===== src/rtl/alu_axil_pkg.sv =====
// Shared types and constants for the AXI4-Lite ALU peripheral.
package alu_axil_pkg;

  typedef enum logic [2:0] {
    ALU_ADD = 3'b000,
    ALU_SUB = 3'b001,
    ALU_AND = 3'b010,
    ALU_OR  = 3'b011,
    ALU_SLL = 3'b100,
    ALU_SRL = 3'b101,
    ALU_SRA = 3'b110,
    ALU_XOR = 3'b111
  } alu_op_e;

  localparam logic [4:0] OFF_SRC_A  = 5'h00;
  localparam logic [4:0] OFF_SRC_B  = 5'h04;
  localparam logic [4:0] OFF_CTRL   = 5'h08;
  localparam logic [4:0] OFF_RESULT = 5'h0C;
  localparam logic [4:0] OFF_STATUS = 5'h10;

  localparam logic [1:0] RESP_OKAY   = 2'b00;
  localparam logic [1:0] RESP_SLVERR = 2'b10;

  typedef enum logic {W_IDLE, W_RESP} wr_state_e;
  typedef enum logic {R_IDLE, R_DATA} rd_state_e;

  function automatic logic [31:0] apply_strb(input logic [31:0] old_v,
                                             input logic [31:0] new_v,
                                             input logic [3:0]  strb);
    logic [31:0] res;
    for (int i = 0; i < 4; i++)
      res[8*i +: 8] = strb[i] ? new_v[8*i +: 8] : old_v[8*i +: 8];
    return res;
  endfunction

endpackage


===== src/rtl/alu_axil_slave_alu.sv =====
// Combinational 32-bit ALU using the core's 3-bit operation encoding.
module alu_axil_slave_alu
  import alu_axil_pkg::*;
(
  input  logic [31:0] a_i,
  input  logic [31:0] b_i,
  input  alu_op_e     op_i,
  output logic [31:0] result_o,
  output logic        zero_o
);

  always_comb begin
    result_o = '0;
    case (op_i)
      ALU_ADD: result_o = a_i + b_i;
      ALU_SUB: result_o = a_i - b_i;
      ALU_AND: result_o = a_i & b_i;
      ALU_OR:  result_o = a_i | b_i;
      ALU_SLL: result_o = a_i << b_i[4:0];
      ALU_SRL: result_o = a_i >> b_i[4:0];
      ALU_SRA: result_o = $unsigned($signed(a_i) >>> b_i[4:0]);
      ALU_XOR: result_o = a_i ^ b_i;
      default: result_o = '0;
    endcase
  end

  assign zero_o = (result_o == 32'd0);

endmodule


===== src/rtl/alu_axil_slave.sv =====
// AXI4-Lite register front end for the ALU. Optional ALU_AXIL_IRQ_EN adds the irq
// output, a STATUS.IRQ_EN bit and W1C clearing of STATUS.DONE.
module alu_axil_slave
  import alu_axil_pkg::*;
#(
  parameter int ADDR_W   = 5,
  parameter int RESP_DLY = 0
) (
  input  logic              clk,
  input  logic              reset,
  input  logic [ADDR_W-1:0] s_awaddr,
  input  logic              s_awvalid,
  output logic              s_awready,
  input  logic [31:0]       s_wdata,
  input  logic [3:0]        s_wstrb,
  input  logic              s_wvalid,
  output logic              s_wready,
  output logic [1:0]        s_bresp,
  output logic              s_bvalid,
  input  logic              s_bready,
  input  logic [ADDR_W-1:0] s_araddr,
  input  logic              s_arvalid,
  output logic              s_arready,
  output logic [31:0]       s_rdata,
  output logic [1:0]        s_rresp,
  output logic              s_rvalid,
  input  logic              s_rready
`ifdef ALU_AXIL_IRQ_EN
  ,
  output logic              irq
`endif
);

  localparam logic [1:0] DLY = 2'(RESP_DLY);

  wr_state_e   w_state_q, w_state_d;
  rd_state_e   r_state_q, r_state_d;
  logic [1:0]  w_cnt_q, w_cnt_d, r_cnt_q, r_cnt_d;
  logic        aw_held_q, w_held_q;
  logic [2:0]  aw_idx_q;
  logic [31:0] w_data_q;
  logic [3:0]  w_strb_q;
  logic [1:0]  bresp_q, rresp_q;
  logic [31:0] rdata_q;
  logic [31:0] src_a_q, src_b_q, result_q;
  logic [2:0]  ctrl_q;
  logic        zero_q, done_q, calc_q;
  logic [31:0] alu_res;
  logic        alu_zero;

  logic        aw_fire, w_fire, ar_fire, commit, wr_ok;
  logic [2:0]  wr_idx;
  logic [31:0] wr_data, rd_data, status_word;
  logic [3:0]  wr_strb;
  logic [1:0]  rd_resp;
  logic        ctrl_wr;

  logic unused_addr;
  assign unused_addr = ^{s_awaddr, s_araddr};

`ifdef ALU_AXIL_IRQ_EN
  logic irq_en_q, irq_q;
  assign status_word = {29'd0, irq_en_q, done_q, zero_q};
  assign irq         = irq_q;
`else
  assign status_word = {30'd0, done_q, zero_q};
`endif

  // AW and W may arrive in either order; the held copy wins once captured.
  assign aw_fire = s_awvalid & s_awready;
  assign w_fire  = s_wvalid & s_wready;
  assign wr_idx  = aw_held_q ? aw_idx_q : s_awaddr[4:2];
  assign wr_data = w_held_q ? w_data_q : s_wdata;
  assign wr_strb = w_held_q ? w_strb_q : s_wstrb;
  assign commit  = (w_state_q == W_IDLE) & (aw_held_q | aw_fire) & (w_held_q | w_fire);
  assign ctrl_wr = commit & (wr_idx == OFF_CTRL[4:2]) & wr_strb[0];

  always_comb begin
    wr_ok = 1'b0;
    case (wr_idx)
      OFF_SRC_A[4:2], OFF_SRC_B[4:2], OFF_CTRL[4:2]: wr_ok = 1'b1;
`ifdef ALU_AXIL_IRQ_EN
      OFF_STATUS[4:2]: wr_ok = 1'b1;
`endif
      default: wr_ok = 1'b0;
    endcase
  end

  // Write FSM: state register / next state / outputs
  always_ff @(posedge clk or posedge reset) begin
    if (reset) begin
      w_state_q <= W_IDLE;
      w_cnt_q   <= '0;
    end else begin
      w_state_q <= w_state_d;
      w_cnt_q   <= w_cnt_d;
    end
  end

  always_comb begin
    w_state_d = w_state_q;
    w_cnt_d   = w_cnt_q;
    case (w_state_q)
      W_IDLE: if (commit) begin
        w_state_d = W_RESP;
        w_cnt_d   = DLY;
      end
      W_RESP: begin
        if (w_cnt_q != 2'd0) w_cnt_d = w_cnt_q - 2'd1;
        else if (s_bready)   w_state_d = W_IDLE;
      end
      default: w_state_d = W_IDLE;
    endcase
  end

  always_comb begin
    s_awready = (w_state_q == W_IDLE) & ~aw_held_q;
    s_wready  = (w_state_q == W_IDLE) & ~w_held_q;
    s_bvalid  = (w_state_q == W_RESP) & (w_cnt_q == 2'd0);
    s_bresp   = bresp_q;
  end

  always_ff @(posedge clk or posedge reset) begin
    if (reset) begin
      aw_held_q <= 1'b0;
      w_held_q  <= 1'b0;
      aw_idx_q  <= '0;
      w_data_q  <= '0;
      w_strb_q  <= '0;
      bresp_q   <= RESP_OKAY;
    end else begin
      if (aw_fire) aw_idx_q <= s_awaddr[4:2];
      if (w_fire) begin
        w_data_q <= s_wdata;
        w_strb_q <= s_wstrb;
      end
      if (commit) begin
        aw_held_q <= 1'b0;
        w_held_q  <= 1'b0;
        bresp_q   <= wr_ok ? RESP_OKAY : RESP_SLVERR;
      end else begin
        if (aw_fire) aw_held_q <= 1'b1;
        if (w_fire)  w_held_q  <= 1'b1;
      end
    end
  end

  alu_axil_slave_alu u_alu (
    .a_i      (src_a_q),
    .b_i      (src_b_q),
    .op_i     (alu_op_e'(ctrl_q)),
    .result_o (alu_res),
    .zero_o   (alu_zero)
  );

  // Register file and one-cycle compute pipeline after a CTRL commit
  always_ff @(posedge clk or posedge reset) begin
    if (reset) begin
      src_a_q  <= '0;
      src_b_q  <= '0;
      ctrl_q   <= '0;
      result_q <= '0;
      zero_q   <= 1'b0;
      done_q   <= 1'b0;
      calc_q   <= 1'b0;
`ifdef ALU_AXIL_IRQ_EN
      irq_en_q <= 1'b0;
      irq_q    <= 1'b0;
`endif
    end else begin
      calc_q <= ctrl_wr;
      if (commit && wr_idx == OFF_SRC_A[4:2]) src_a_q <= apply_strb(src_a_q, wr_data, wr_strb);
      if (commit && wr_idx == OFF_SRC_B[4:2]) src_b_q <= apply_strb(src_b_q, wr_data, wr_strb);
      if (ctrl_wr) begin
        ctrl_q <= wr_data[2:0];
        done_q <= 1'b0;
      end
`ifdef ALU_AXIL_IRQ_EN
      if (commit && wr_idx == OFF_STATUS[4:2] && wr_strb[0]) begin
        irq_en_q <= wr_data[2];
        if (wr_data[1]) done_q <= 1'b0;
      end
      irq_q <= done_q & irq_en_q;
`endif
      if (calc_q) begin
        result_q <= alu_res;
        zero_q   <= alu_zero;
        done_q   <= 1'b1;
      end
    end
  end

  assign ar_fire = s_arvalid & (r_state_q == R_IDLE);

  always_comb begin
    rd_data = '0;
    rd_resp = RESP_OKAY;
    case (s_araddr[4:2])
      OFF_SRC_A[4:2]:  rd_data = src_a_q;
      OFF_SRC_B[4:2]:  rd_data = src_b_q;
      OFF_CTRL[4:2]:   rd_data = {29'd0, ctrl_q};
      OFF_RESULT[4:2]: rd_data = result_q;
      OFF_STATUS[4:2]: rd_data = status_word;
      default:         rd_resp = RESP_SLVERR;
    endcase
  end

  // Read FSM: state register / next state / outputs
  always_ff @(posedge clk or posedge reset) begin
    if (reset) begin
      r_state_q <= R_IDLE;
      r_cnt_q   <= '0;
      rdata_q   <= '0;
      rresp_q   <= RESP_OKAY;
    end else begin
      r_state_q <= r_state_d;
      r_cnt_q   <= r_cnt_d;
      if (ar_fire) begin
        rdata_q <= rd_data;
        rresp_q <= rd_resp;
      end
    end
  end

  always_comb begin
    r_state_d = r_state_q;
    r_cnt_d   = r_cnt_q;
    case (r_state_q)
      R_IDLE: if (ar_fire) begin
        r_state_d = R_DATA;
        r_cnt_d   = DLY;
      end
      R_DATA: begin
        if (r_cnt_q != 2'd0) r_cnt_d = r_cnt_q - 2'd1;
        else if (s_rready)   r_state_d = R_IDLE;
      end
      default: r_state_d = R_IDLE;
    endcase
  end

  always_comb begin
    s_arready = (r_state_q == R_IDLE);
    s_rvalid  = (r_state_q == R_DATA) & (r_cnt_q == 2'd0);
    s_rdata   = rdata_q;
    s_rresp   = rresp_q;
  end

endmodule


===== config.mk =====
export PLATFORM = sky130hd
export DESIGN_NAME = alu_axil_slave
export DESIGN_NICKNAME = d
export VERILOG_FILES = /design/src/rtl/alu_axil_pkg.sv /design/src/rtl/alu_axil_slave_alu.sv /design/src/rtl/alu_axil_slave.sv
export SDC_FILE = /design/constraint.sdc
export NUM_CORES = 1
export LEC_CHECK = 0
export CAP_MARGIN = 20
export CORE_MARGIN = 1.5
export CORE_UTILIZATION = 45
export CTS_BUF_LIST = sky130_fd_sc_hd__clkbuf_4 sky130_fd_sc_hd__clkbuf_8
export CTS_CLUSTER_DIAMETER = 30
export DETAILED_ROUTE_END_ITERATION = 10
export PLACE_DENSITY_LB_ADDON = 0.12
export SYNTH_ARGS = -nofsm -noshare
export SYNTH_HDL_FRONTEND = slang
export SYNTH_SLANG_ARGS = --single-unit

===== constraint.sdc =====
create_clock -name clk -period 7.41 [get_ports clk]
set_clock_uncertainty 0.05 [all_clocks]
set_input_delay 1.482 -clock clk [delete_from_list [all_inputs] [get_ports clk]]
set_output_delay 1.482 -clock clk [all_outputs]
set_load 0.1 [all_outputs]

==> results.sh, run 1 <==
export IMPL_status="finished, violations left"
export IMPL_violations="DRC"
export IMPL_rsz0062_at_grt="false"
export IMPL_clk_latency_ns=0.53
export IMPL_maxCapViolCount=0
export IMPL_root_buffer="clkbuf_8"
export IMPL_hold_class="reg2reg"
export IMPL_layout_drive_gt1_share_pct=11.46
export IMPL_seq_area_um2=4587
export IMPL_rows=69
export IMPL_cts_sinks=183
export IMPL_fin_nets=2043
export IMPL_drc=9
export IMPL_cp_buffers_inverters=2
export IMPL_cp_top_family="compound AO/OA/AOI/OAI gates"
export IMPL_cts_hold_buf=0
export IMPL_grt_max_degree=121
export IMPL_tightestPinTransition_ns=1.071
export IMPL_grtUsageMet3_pct=5.201
export IMPL_areaGrowthSynthToFinish_pct=9.347
export IMPL_met1_usage_pct=45.81
export IMPL_rrSetupSlack_ns=1.73
export IMPL_clk_pin_slew_ns=0.12
export IMPL_fin_util_pct=50.21
export IMPL_slowest_delay_ns=0.60
export IMPL_synth_cell_types=89
export IMPL_design_area_um2=17950
export IMPL_ys_ff_latch=183
export IMPL_placed_area_um2=17480
export IMPL_clock_fmax_ghz=0.1762
export IMPL_seq_area_frac_synth_pct=27.90
export IMPL_io_pins=94
export IMPL_end_kind="flip-flop"
export IMPL_synth_top_area_share_pct=27.90
export IMPL_max_slew_margin_rel_pct=28.42
export IMPL_syn_inst=1907
export IMPL_synth_most_common_cell="nor2_1"
export IMPL_holdPathEnd="r_cnt_q[0]"
export IMPL_critPathLaunchType="flip-flop"
export IMPL_fp_dieW_um=194.0
export IMPL_cts_resized=0
export IMPL_reg2regPathDepth=17
export IMPL_drt_total_wl_um=58950
export IMPL_cts_buffers=17
export IMPL_wl_per_cell_um=24.93
export IMPL_critical_path_class="reg2reg"
export IMPL_met2_usage_pct=48.44
export IMPL_fin_setup_tns_ns=0
export IMPL_initial_utilization_pct=45.92
export IMPL_synth_area_leader_cell="dfrtp_1"
export IMPL_finalCritPeriodShare_pct=76.60
export IMPL_fp_dieH_um=194.0
export IMPL_fill_cells=3488
export IMPL_worstHoldStart="r_cnt_q[0]"
export IMPL_grt_pass1_wl_um=90490
export IMPL_postCtsSetupBuffers=0
export IMPL_avgSynthCellArea_um2=8.606
export IMPL_r2r_start="ctrl_q[2]"
export IMPL_synth_common_cells="nor2_1 (198), dfrtp_1 (183), a21oi_1 (174)"
export IMPL_htree_levels=4
export IMPL_viasPerCell=6.328
export IMPL_drv_slew=0
export IMPL_drt_pass1_iter_count=9
export IMPL_ant_nets=0
export IMPL_gr_total_overflow=0
export IMPL_fin_crit_ns=5.676
export IMPL_crit_slowest_cell="dfrtp_1"
export IMPL_antenna_found_initial=1
export IMPL_multi_input_area_um2=10860
export IMPL_synth_area_um2=16410
export IMPL_grt_pass1_vias=14348
export IMPL_grt_total_usage_pct=31.64
export IMPL_yosysWarnings=0
export IMPL_setup_viol=0
export IMPL_synth_edff_count=0
export IMPL_worstPathRequired_ns=7.77
export IMPL_synthArstFlopShare_pct=100.0
export IMPL_crit_fanout=19
export IMPL_vias=14959
export IMPL_worst_ep_arrival_time_ns=6.04
export IMPL_rr_endpoint="zero_q"
export IMPL_synth_top_flop_cell="dfrtp_1"
export IMPL_dp_hpwl_um=44220
export IMPL_diodes=0
export IMPL_core_area_um2=35740
export IMPL_grt_busiest_layer="met2"
export IMPL_clock_tree_buffer_depth=2
export IMPL_gp_congestion=0.9672
export IMPL_die_area_um2=37630
export IMPL_drtIter0Drc=1618
export IMPL_hold_depth=1
export IMPL_tritoncts="built"
export IMPL_hold_viol=0
export IMPL_crit_chain="buf_4, inv_2, nand2_1, nor2_1, a31oi_1, xnor2_1, ha_1, nand2_1, o21ai_0, a21boi_0, a31o_2, xnor2_1, a211oi_1, nand4b_1, nor4_1, nand4_1, o41ai_2"
export IMPL_synth_area_leaders="dfrtp_1 (28%), mux4_2 (7.7%), ha_1 (7.5%)"
export IMPL_io_buffers=87
==> routing by layer <==
metal	vias to the layer above	wire, um
met5	-	13
met4	2	1443
met3	82	4269
met2	609	26090
met1	7340	27130
li1	6926	-
==> area by class of cell <==
class,instances,share of cell area (%)
well taps,461,3.214
flip-flops and latches,183,25.56
inverters,84,1.799
multi-input cells,1482,60.50
repair buffers,122,6.519
clock buffers,17,1.304
clock inverters,15,1.109
==> cell families after synthesis <==
| family | after synthesis | synth area share, % |
|---|---|---|
| fa+ha+maj | 100 | 7.669 |
| xor+xnor | 46 | 2.455 |
| mux | 227 | 18.82 |
| buf+inv | 243 | 6.030 |
| simple gates | 553 | 15.48 |
| other cells | 1 | 0.02285 |
| compound gates | 554 | 21.63 |
| flops | 183 | 27.90 |
==> stage by stage <==
stage               worst slack, ns  hold WS, ns  std cells
floorplan                    0.9060       0.3978       1908
global placement              1.873       0.4101       2326
detailed placement            1.849       0.4277       2329
CTS                           1.787       0.4458       2361
global route                  1.342       0.4665       2364
finish                        1.734       0.4428       2364
==> cell usage in the layout (no fill, tap or decap), types with 6 or more instances in the layout <==
cell type / n
nand2_1: 169
buf_4: 30
nor2b_1: 17
o211ai_1: 19
xor2_1: 6
clkdlybuf4s50_1: 86
a31oi_1: 20
a21o_1: 13
o2111ai_1: 9
a22o_1: 35
or3_1: 8
a22oi_1: 12
mux4_2: 56
nand4_1: 13
o21ai_1: 10
nand3_1: 30
ha_1: 99
and2_1: 13
a21oi_1: 174
nor3_1: 27
mux2i_1: 100
o31ai_1: 9
or2_2: 9
a211oi_1: 24
mux2_2: 64
o221ai_1: 6
inv_1: 78
xnor2_1: 40
o21ai_0: 117
nor4_1: 10
clkbuf_8: 18
dfrtp_1: 179
o22ai_1: 17
nor2_1: 197
nand2b_1: 18
o22a_1: 9
o21a_1: 16
and3_1: 10
==> worst max-delay path by stage <==
| stage | to | slack [ns] | cells past startpoint | from |
|---|---|---|---|---|
| floorplan | aw_held_q | 0.91 | 1 | reset |
| global placement | zero_q | 1.87 | 17 | ctrl_q[2] |
| detailed placement | zero_q | 1.85 | 17 | ctrl_q[2] |
| CTS | zero_q | 1.79 | 17 | ctrl_q[2] |
| global route | zero_q | 1.34 | 17 | src_b_q[2] |
| finish | zero_q | 1.73 | 17 | ctrl_q[2] |
==> state kept, by name, summed over array words and instances, names as in the netlist <==
name	cells
w_strb_q	4
result_q	32
r_state_q	1
r_cnt_q	2
w_state_q	1
s_rresp	1
w_data_q	32
src_a_q	32
s_rdata	32
zero_q	1
s_bresp	1
aw_held_q	1
w_held_q	1
calc_q	1
aw_idx_q	3
done_q	1
w_cnt_q	2
src_b_q	32
ctrl_q	3
Power of run 1 is left out: the tool's default activity adds up to more than one toggle a clock period on the data nets, which glitch-free logic cannot reach.
==> inputs of run 2 (changes only) <==
==> constraint.sdc (replaced) <==
create_clock -name clk -period 5.7 [get_ports clk]
set_clock_uncertainty 0.05 [all_clocks]
set_input_delay 1.14 -clock clk [delete_from_list [all_inputs] [get_ports clk]]
set_output_delay 1.14 -clock clk [all_outputs]
set_load 0.1 [all_outputs]
==> run 2 against run 1 <==
The run still ends with DRC left. Fmax rose by 8.8%. Worst hold slack improved by 0.0042 ns. Setup slack got worse by 1.3 ns. Critical path type unchanged. Largest cell class unchanged.
==> results.sh, run 2 (synthesized netlist as in run 1, its figures left out) <==
export IMPL_status="finished, violations left"
export IMPL_violations="DRC"
export IMPL_dp_hpwl_um=45960
export IMPL_postCtsSetupBuffers=0
export IMPL_initial_utilization_pct=45.92
export IMPL_core_area_um2=35740
export IMPL_slowest_delay_ns=0.46
export IMPL_maxCapViolCount=0
export IMPL_htree_levels=4
export IMPL_setup_viol=0
export IMPL_fp_dieW_um=194.0
export IMPL_io_buffers=87
export IMPL_crit_slowest_cell="nor4_1"
export IMPL_final_common_cell="nor2_1"
export IMPL_fin_setup_tns_ns=0
export IMPL_hold_class="reg2reg"
export IMPL_worstPathRequired_ns=6.09
export IMPL_finalCritPeriodShare_pct=91.56
export IMPL_wl_per_cell_um=25.31
export IMPL_crit_chain="or3_1, nor4_1, nand3_1, nor4_2, buf_4, nand3_1, nand2_1, xnor2_1, ha_1, a2111o_1, a211o_1, a31oi_1, o31ai_1, and4_1, nor3_1, nand4_1, o41ai_2"
export IMPL_fin_util_pct=51.23
export IMPL_fin_crit_ns=5.219
export IMPL_crit_fanout=5
export IMPL_root_buffer="clkbuf_8"
export IMPL_cp_common_cell="nand3_1"
export IMPL_max_slew_margin_rel_pct=33.67
export IMPL_viasPerCell=6.384
export IMPL_clock_fmax_ghz=0.1916
export IMPL_end_kind="flip-flop"
export IMPL_clk_pin_slew_ns=0.11
export IMPL_drc=7
export IMPL_vias=15373
export IMPL_setup_ws_ns=0.4812
export IMPL_tightestPinTransition_ns=0.9698
export IMPL_critical_path_class="reg2reg"
export IMPL_cp_top_family="simple AND/OR/NAND/NOR gates"
export IMPL_fill_cells=3441
export IMPL_fin_nets=2087
export IMPL_antenna_found_initial=1
export IMPL_drt_pass1_iter_count=9
export IMPL_drv_slew=0
export IMPL_critPathLaunchType="flip-flop"
export IMPL_cts_resized=0
export IMPL_clock_tree_buffer_depth=2
export IMPL_hold_depth=2
export IMPL_layout_common_cells="nor2_1 (197), dfrtp_1 (179), a21oi_1 (174), nand2_1 (169), o21ai_0 (117)"
export IMPL_ant_nets=0
export IMPL_reg2regPathDepth=17
export IMPL_grt_pass1_vias=14578
export IMPL_cts_hold_buf=0
export IMPL_layout_drive_gt1_share_pct=13.46
export IMPL_cp_buffers_inverters=1
export IMPL_io_pins=94
export IMPL_grt_pass1_wl_um=92000
export IMPL_grt_max_degree=121
export IMPL_rows=69
export IMPL_cts_sinks=183
export IMPL_dp_slack_ns=0.5956
export IMPL_diodes=0
export IMPL_hold_viol=0
export IMPL_hold_ws_ns=0.4470
export IMPL_worst_ep_arrival_time_ns=5.61
export IMPL_die_area_um2=37630
export IMPL_rrSetupSlack_ns=0.48
export IMPL_fp_dieH_um=194.0
export IMPL_grt_total_usage_pct=32.30
export IMPL_cts_buffers=17
export IMPL_clk_latency_ns=0.54
export IMPL_tritoncts="built"
export IMPL_drt_total_wl_um=60940
export IMPL_gr_total_overflow=0
export IMPL_areaGrowthSynthToFinish_pct=11.57
export IMPL_cp_depth=17
export IMPL_gp_congestion=0.9517
export IMPL_rsz0062_at_grt="false"
export IMPL_drtIter0Drc=1698
run 2: layer usage:
layer,routed length (um),global-route usage (%),up-vias
met1,27680,46.70,7600
li1,-,-,7007
met5,13,0,-
met3,4505,4.679,104
met4,1800,10.10,2
met2,26940,49.75,660
run 2: worst reg2reg max path: stages, from the launching register on:
cell      delay (ns)
dfrtp_2         0.45
or3_1           0.42
nor4_1          0.46
nand3_1         0.31
nor4_2          0.33
buf_4           0.20
nand3_1         0.14
nand2_1         0.12
xnor2_1         0.12
ha_1            0.31
a2111o_1        0.46
a211o_1         0.30
a31oi_1         0.18
o31ai_1         0.14
and4_1          0.22
nor3_1          0.42
nand4_1         0.17
o41ai_2         0.32
run 2: worst paths after layout:
kind,end,from
max,zero_q,src_b_q[2]
min,s_rdata[0],s_rdata[0]
max reg2reg,zero_q,src_b_q[2]
min reg2reg,s_rdata[0],s_rdata[0]
max in group asynchronous,src_a_q[26],reset
min in group asynchronous,w_strb_q[1],reset
run 2: stage by stage:
stage	instances	instance area, um^2
6_report	2408	18310
5_1_grt	2408	18310
4_1_cts	2402	18220
3_5_place_dp	2370	17800
3_3_place_gp	2369	17770
2_1_floorplan	1908	16420
run 2: layout make-up:
cell class | instances | area, um^2 | area share [%]
tap | 461 | 576.8 | 3.150
clock inverter | 13 | 157.7 | 0.8610
sequential | 183 | 4587 | 25.05
inverter | 84 | 319.1 | 1.743
clock buffer | 19 | 261.5 | 1.428
multi-input combinational | 1482 | 10860 | 59.29
timing repair buffer | 166 | 1551 | 8.473
Power of run 2 is left out for the same reason.
==> RTL edit 1: new RTL, settings of run 1 <==
Reset style: synchronous (`reset`), changed in 4 clocked blocks.
--- a/src/rtl/alu_axil_slave.sv
+++ b/src/rtl/alu_axil_slave.sv
@@ -87,7 +87,7 @@
   end
 
   // Write FSM: state register / next state / outputs
-  always_ff @(posedge clk or posedge reset) begin
+  always_ff @(posedge clk) begin
     if (reset) begin
       w_state_q <= W_IDLE;
       w_cnt_q   <= '0;
@@ -120,7 +120,7 @@
     s_bresp   = bresp_q;
   end
 
-  always_ff @(posedge clk or posedge reset) begin
+  always_ff @(posedge clk) begin
     if (reset) begin
       aw_held_q <= 1'b0;
       w_held_q  <= 1'b0;
@@ -154,7 +154,7 @@
   );
 
   // Register file and one-cycle compute pipeline after a CTRL commit
-  always_ff @(posedge clk or posedge reset) begin
+  always_ff @(posedge clk) begin
     if (reset) begin
       src_a_q  <= '0;
       src_b_q  <= '0;
@@ -206,7 +206,7 @@
   end
 
   // Read FSM: state register / next state / outputs
-  always_ff @(posedge clk or posedge reset) begin
+  always_ff @(posedge clk) begin
     if (reset) begin
       r_state_q <= R_IDLE;
       r_cnt_q   <= '0;
Behaviour: differs if reset is asserted again (counterexample within 4 cycles, from zero or initial values and one cycle with reset high); with reset held inactive, the same outputs for 4 cycles.
==> RTL edit 1 against run 1 <==
- core utilization fell by 0.67 points
- synthesized area up 3.7%
- sequential cell count unchanged
- worst setup slack worse by 250 ps
- final area is 3.5% higher
- via count increased by 14%
- wire length is 20% higher
Power is left out: it rests on default switching activity, and per cell area and clock period it moved more than threefold.
==> RTL edit 1: results (changes against run 1) <==
- CP max stage delay: 630 ps (+30 ps)
- Worst hold path class: flop to flop
- R2R Setup Slk: 1480 ps (-250 ps)
- M1 GR Usage: 0.4817 (+0.02364)
- TritonRoute pass-1 iters: 6 (-3)
- Nonclk buf count: 143 (+17%)
- Placed wire-length estimate: 51910 microns (+17%)
- R2R depth: 16 (-1)
- Routability Congestion: 1.039 (+7.4%)
- DR WL met2: 30750 microns (+18%)
- Synth Flop Type: dfxtp_1
- Layout cells sized above 1: 0.1085 (-0.006011)
- Comb_multi_in: 1705 (+15%)
- Met3 usage: 0.1001 (+0.04804)
- Wire per inst: 26.45 microns (+6.1%)
- Reg-to-Reg Start: src_b_q[2]
- WHS Path Cells: 2 (+1)
- Vias in the first global route: 16080 (+12%)
- Register area: 3681 sq um (-20%)
- GRT Total Usage: 0.3642 (+0.04784)
- Max FO, Critical Path: 7 (-12)
- Area of the multi-input gates: 12180 sq um (+12%)
- WL met1: 30260 microns (+12%)
- Distinct cells, synth: 88 (-1.1%)
- Ranking of synthesized cells by area: dfxtp_1 22%, mux2i_1 8.9%, mux4_2 7.8%, ha_1 7.3%, nand2_1 5.5%
- Area Growth Syn to Fin: 9.076%
- Worst-Skew Late Latency: 550 ps (+20 ps)
- Met2 usage: 0.5537 (+0.06932)
- Post-synth ARST share: 0 (-1.000)
- Top Metal Used: met4
- ClkCell Share: 0.02102 (-0.003103)
- Final #Nets: 2305 (+13%)
- Area after DPL: 18160 sq um (+3.9%)
- N_diodes: 1 (+1)
- First-pass GRT wire length: 105000 microns (+16%)
- Top cell family by delay on the critical path: simple AND/OR/NAND/NOR gates
- Area of the mapped netlist: 17030 sq um (+3.7%)
- Status: finished clean
- CLK BUF: 19 (+2)
- Hold Slack: 407.0 ps (-35.85 ps)
- Met3 WL: 6700 microns (+57%)
- Worst Max-Slew Pin Slew: 1165 ps (+93.67 ps)
- DR vias: 17100 (+14%)
- WP data arrival: 6350 ps (+310 ps)
- Worst Setup EP: zero_q
- Worst Hold End: w_data_q[11]
RTL edit 1: changes by cell type in the layout (fill, tap and decap cells not counted), sizes merged, moves of 14 or more:
cell,delta
a21oi,-52
o21ai,-14
dfrtp,-183
a211oi,+24
buf,+23
nor3,+58
inv,+17
dfxtp,+183
nand2,+81
a22oi,+51
a22o,-28
mux2i,+52
nor2,+47
RTL edit 1: worst min-delay path: stages, from the launching register on:
cell and delay (ps):
dfxtp_1 320, nand2_1 50, a21oi_1 50
RTL edit 1: kinds of logic after synthesis:
kind of cell	share of synthesized area
compound gates	0.2159
xor+xnor	0.02572
fa+ha+maj	0.07393
buf+inv	0.07025
flops	0.2152
mux	0.2093
other cells	0.0002202
simple gates	0.1895
RTL edit 1: metrics by stage:
| step | instances | setup WS (ps) |
|---|---|---|
| 2_1_floorplan | 2185 | 2439 |
| 3_3_place_gp | 2643 | 1652 |
| 3_5_place_dp | 2643 | 1577 |
| 4_1_cts | 2675 | 1580 |
| 5_1_grt | 2676 | 1124 |
| 6_report | 2677 | 1480 |
==> RTL edit 2: new RTL, settings of run 1 <==
Without the edit above. The option `ALU_AXIL_IRQ_EN` is turned on by a define.
--- a/src/rtl/alu_axil_slave.sv
+++ b/src/rtl/alu_axil_slave.sv
@@ -1,5 +1,7 @@
 // AXI4-Lite register front end for the ALU. Optional ALU_AXIL_IRQ_EN adds the irq
 // output, a STATUS.IRQ_EN bit and W1C clearing of STATUS.DONE.
+`define ALU_AXIL_IRQ_EN
+
 module alu_axil_slave
   import alu_axil_pkg::*;
 #(
Function (old outputs only; new: irq): changed (Yosys sat finds a counterexample within 4 cycles, from zero or initial values and one cycle with reset high).
==> RTL edit 2 against run 1 <==
- final area increased by 1.6%
- worst setup slack worse by 150 ps
- die area up 1.2%
- via count up 1.5%
- cell count is 0.51% higher
- synthesized area rose by 1.2%
- sequential cell count is 2 higher
- wire length up 3.1%
- critical path type unchanged
- critical endpoint unchanged
Power is left out: the tool's default activity adds up to more than one toggle a clock period on the data nets, which glitch-free logic cannot reach.
==> RTL edit 2: results (changes against run 1) <==
- Status: finished clean
- Final Critical Period: 5831 ps (+154.9 ps)
- Ranking of synthesized cells by area: dfrtp_1 28%, mux4_2 8.1%, ha_1 7.5%, mux2i_1 6.5%, mux2_2 5.0%
- Port buffer count: 88 (+1.1%)
- Vias in the first global route: 14640 (+2.1%)
- Routability Congestion: 0.9975 (+3.1%)
- Yosys Warn Count: 0 (unchanged)
- Initial antenna violation count: 2 (+1)
- Routed WL: 60790 microns (+3.1%)
- R2R depth: 16 (-1)
- Distinct cells, synth: 87 (-2.2%)
- First-pass GRT wire length: 91930 microns (+1.6%)
- DP Worst Slack: 1769 ps (-80.53 ps)
- CP max stage delay: 690 ps (+90 ps)
- CP max stage cell: a211oi_1
- Max FO, Critical Path: 26 (+7)
- Layout cells sized above 1: 0.1243 (+0.009788)
- Top post-synthesis cells by count: 205 x nand2_1, 185 x dfrtp_1, 151 x nor2_1
- Sequential share of the synthesized area: 0.2788 (about the same)
- Iteration-0 DRC Markers: 1602 (-0.99%)
- Post-synth top area share: 0.2788 (about the same)
- R2R Setup Slk: 1580 ps (-150 ps)
- Worst hold path class: flop to flop
- DR vias/cell: 6.388 (+0.95%)
- Largest net degree at the start of global routing: 118 (-2.5%)
- TritonRoute pass-1 iters: 5 (-4)
- Slew HR: 0.2875 (+0.003283)
- GRT Total Usage: 0.3215 (+0.005155)
- Final #Nets: 2046 (+0.15%)
- Filler cell count: 3495 (+0.20%)
- Placed wire-length estimate: 45730 microns (+3.4%)
[RTL edit 2: changes by cell type after synthesis, moves of 9 or more]
cell	delta
inv_1	+19
a22oi_1	+15
nand2_1	+36
o21ai_0	+17
nor3_1	-12
nor2_1	-47
a21oi_1	-34
mux2_2	+9
[RTL edit 2: worst min path at each step]
stage                       from            to  slack (ps)  depth (start not counted)
floorplan           result_q[11]  result_q[11]         400                          2
global placement      s_rdata[1]    s_rdata[1]         410                          2
detailed placement    s_rdata[1]    s_rdata[1]         420                          2
CTS                   s_rdata[1]    s_rdata[1]         450                          2
global route        result_q[16]  result_q[16]         480                          2
finish                s_rdata[1]    s_rdata[1]         440                          2
[RTL edit 2: logic make-up (layout without fill, tap and decap cells)]
logic type / after synthesis / in the layout / share of synthesized area
AOI/OAI and AO/OA: 540 / 540 / 0.2119
xor gates and xnor gates: 47 / 47 / 0.02479
and+or+nand+nor: 517 / 517 / 0.1410
adders and majority gates: 100 / 100 / 0.07580
DFF: 185 / 185 / 0.2788
muxes: 249 / 249 / 0.2037
buffers and inverters: 261 / 266 / 0.06389
other: 1 / 4 / 0.0002258
[RTL edit 2: stage by stage]
stage / hold WS [ps] / std cells
2_1_floorplan: 396.2 / 1901
3_3_place_gp: 414.9 / 2336
3_5_place_dp: 423.8 / 2336
4_1_cts: 448.8 / 2368
5_1_grt: 475.8 / 2374
6_report: 439.8 / 2376
[RTL edit 2: worst max-delay path: cells and delay by family, from the launching register on]
kind | cells | cell delay (ps)
XOR/XNOR | 2 | 220
buffers and inverters | 1 | 200
AND/OR/NAND/NOR | 6 | 2110
AO/OA/AOI/OAI | 6 | 2070
flip-flops | 1 | 680
adder cells (fa/ha/maj) | 1 | 400
[RTL edit 2: layout make-up]
type                            count  area [sq um]  area share
Inverter                          100         382.9     0.02099
Multi-Input combinational cell   1455         10930      0.5995
Sequential cell                   185          4637      0.2543
Clock buffer                       19         261.5     0.01434
Tap cell                          468         585.6     0.03211
Timing Repair Buffer              134          1259     0.06902
Antenna cell                        2         5.005   0.0002744
Clock inverter                     13         173.9    0.009537
[RTL edit 2: layer usage]
metal,up-vias,wire [microns],global-route usage
li1,6912,-,-
met1,7448,26660,0.4488
met2,702,26620,0.4907
met3,114,5209,0.05665
met4,2,2282,0.1355
met5,-,16,0
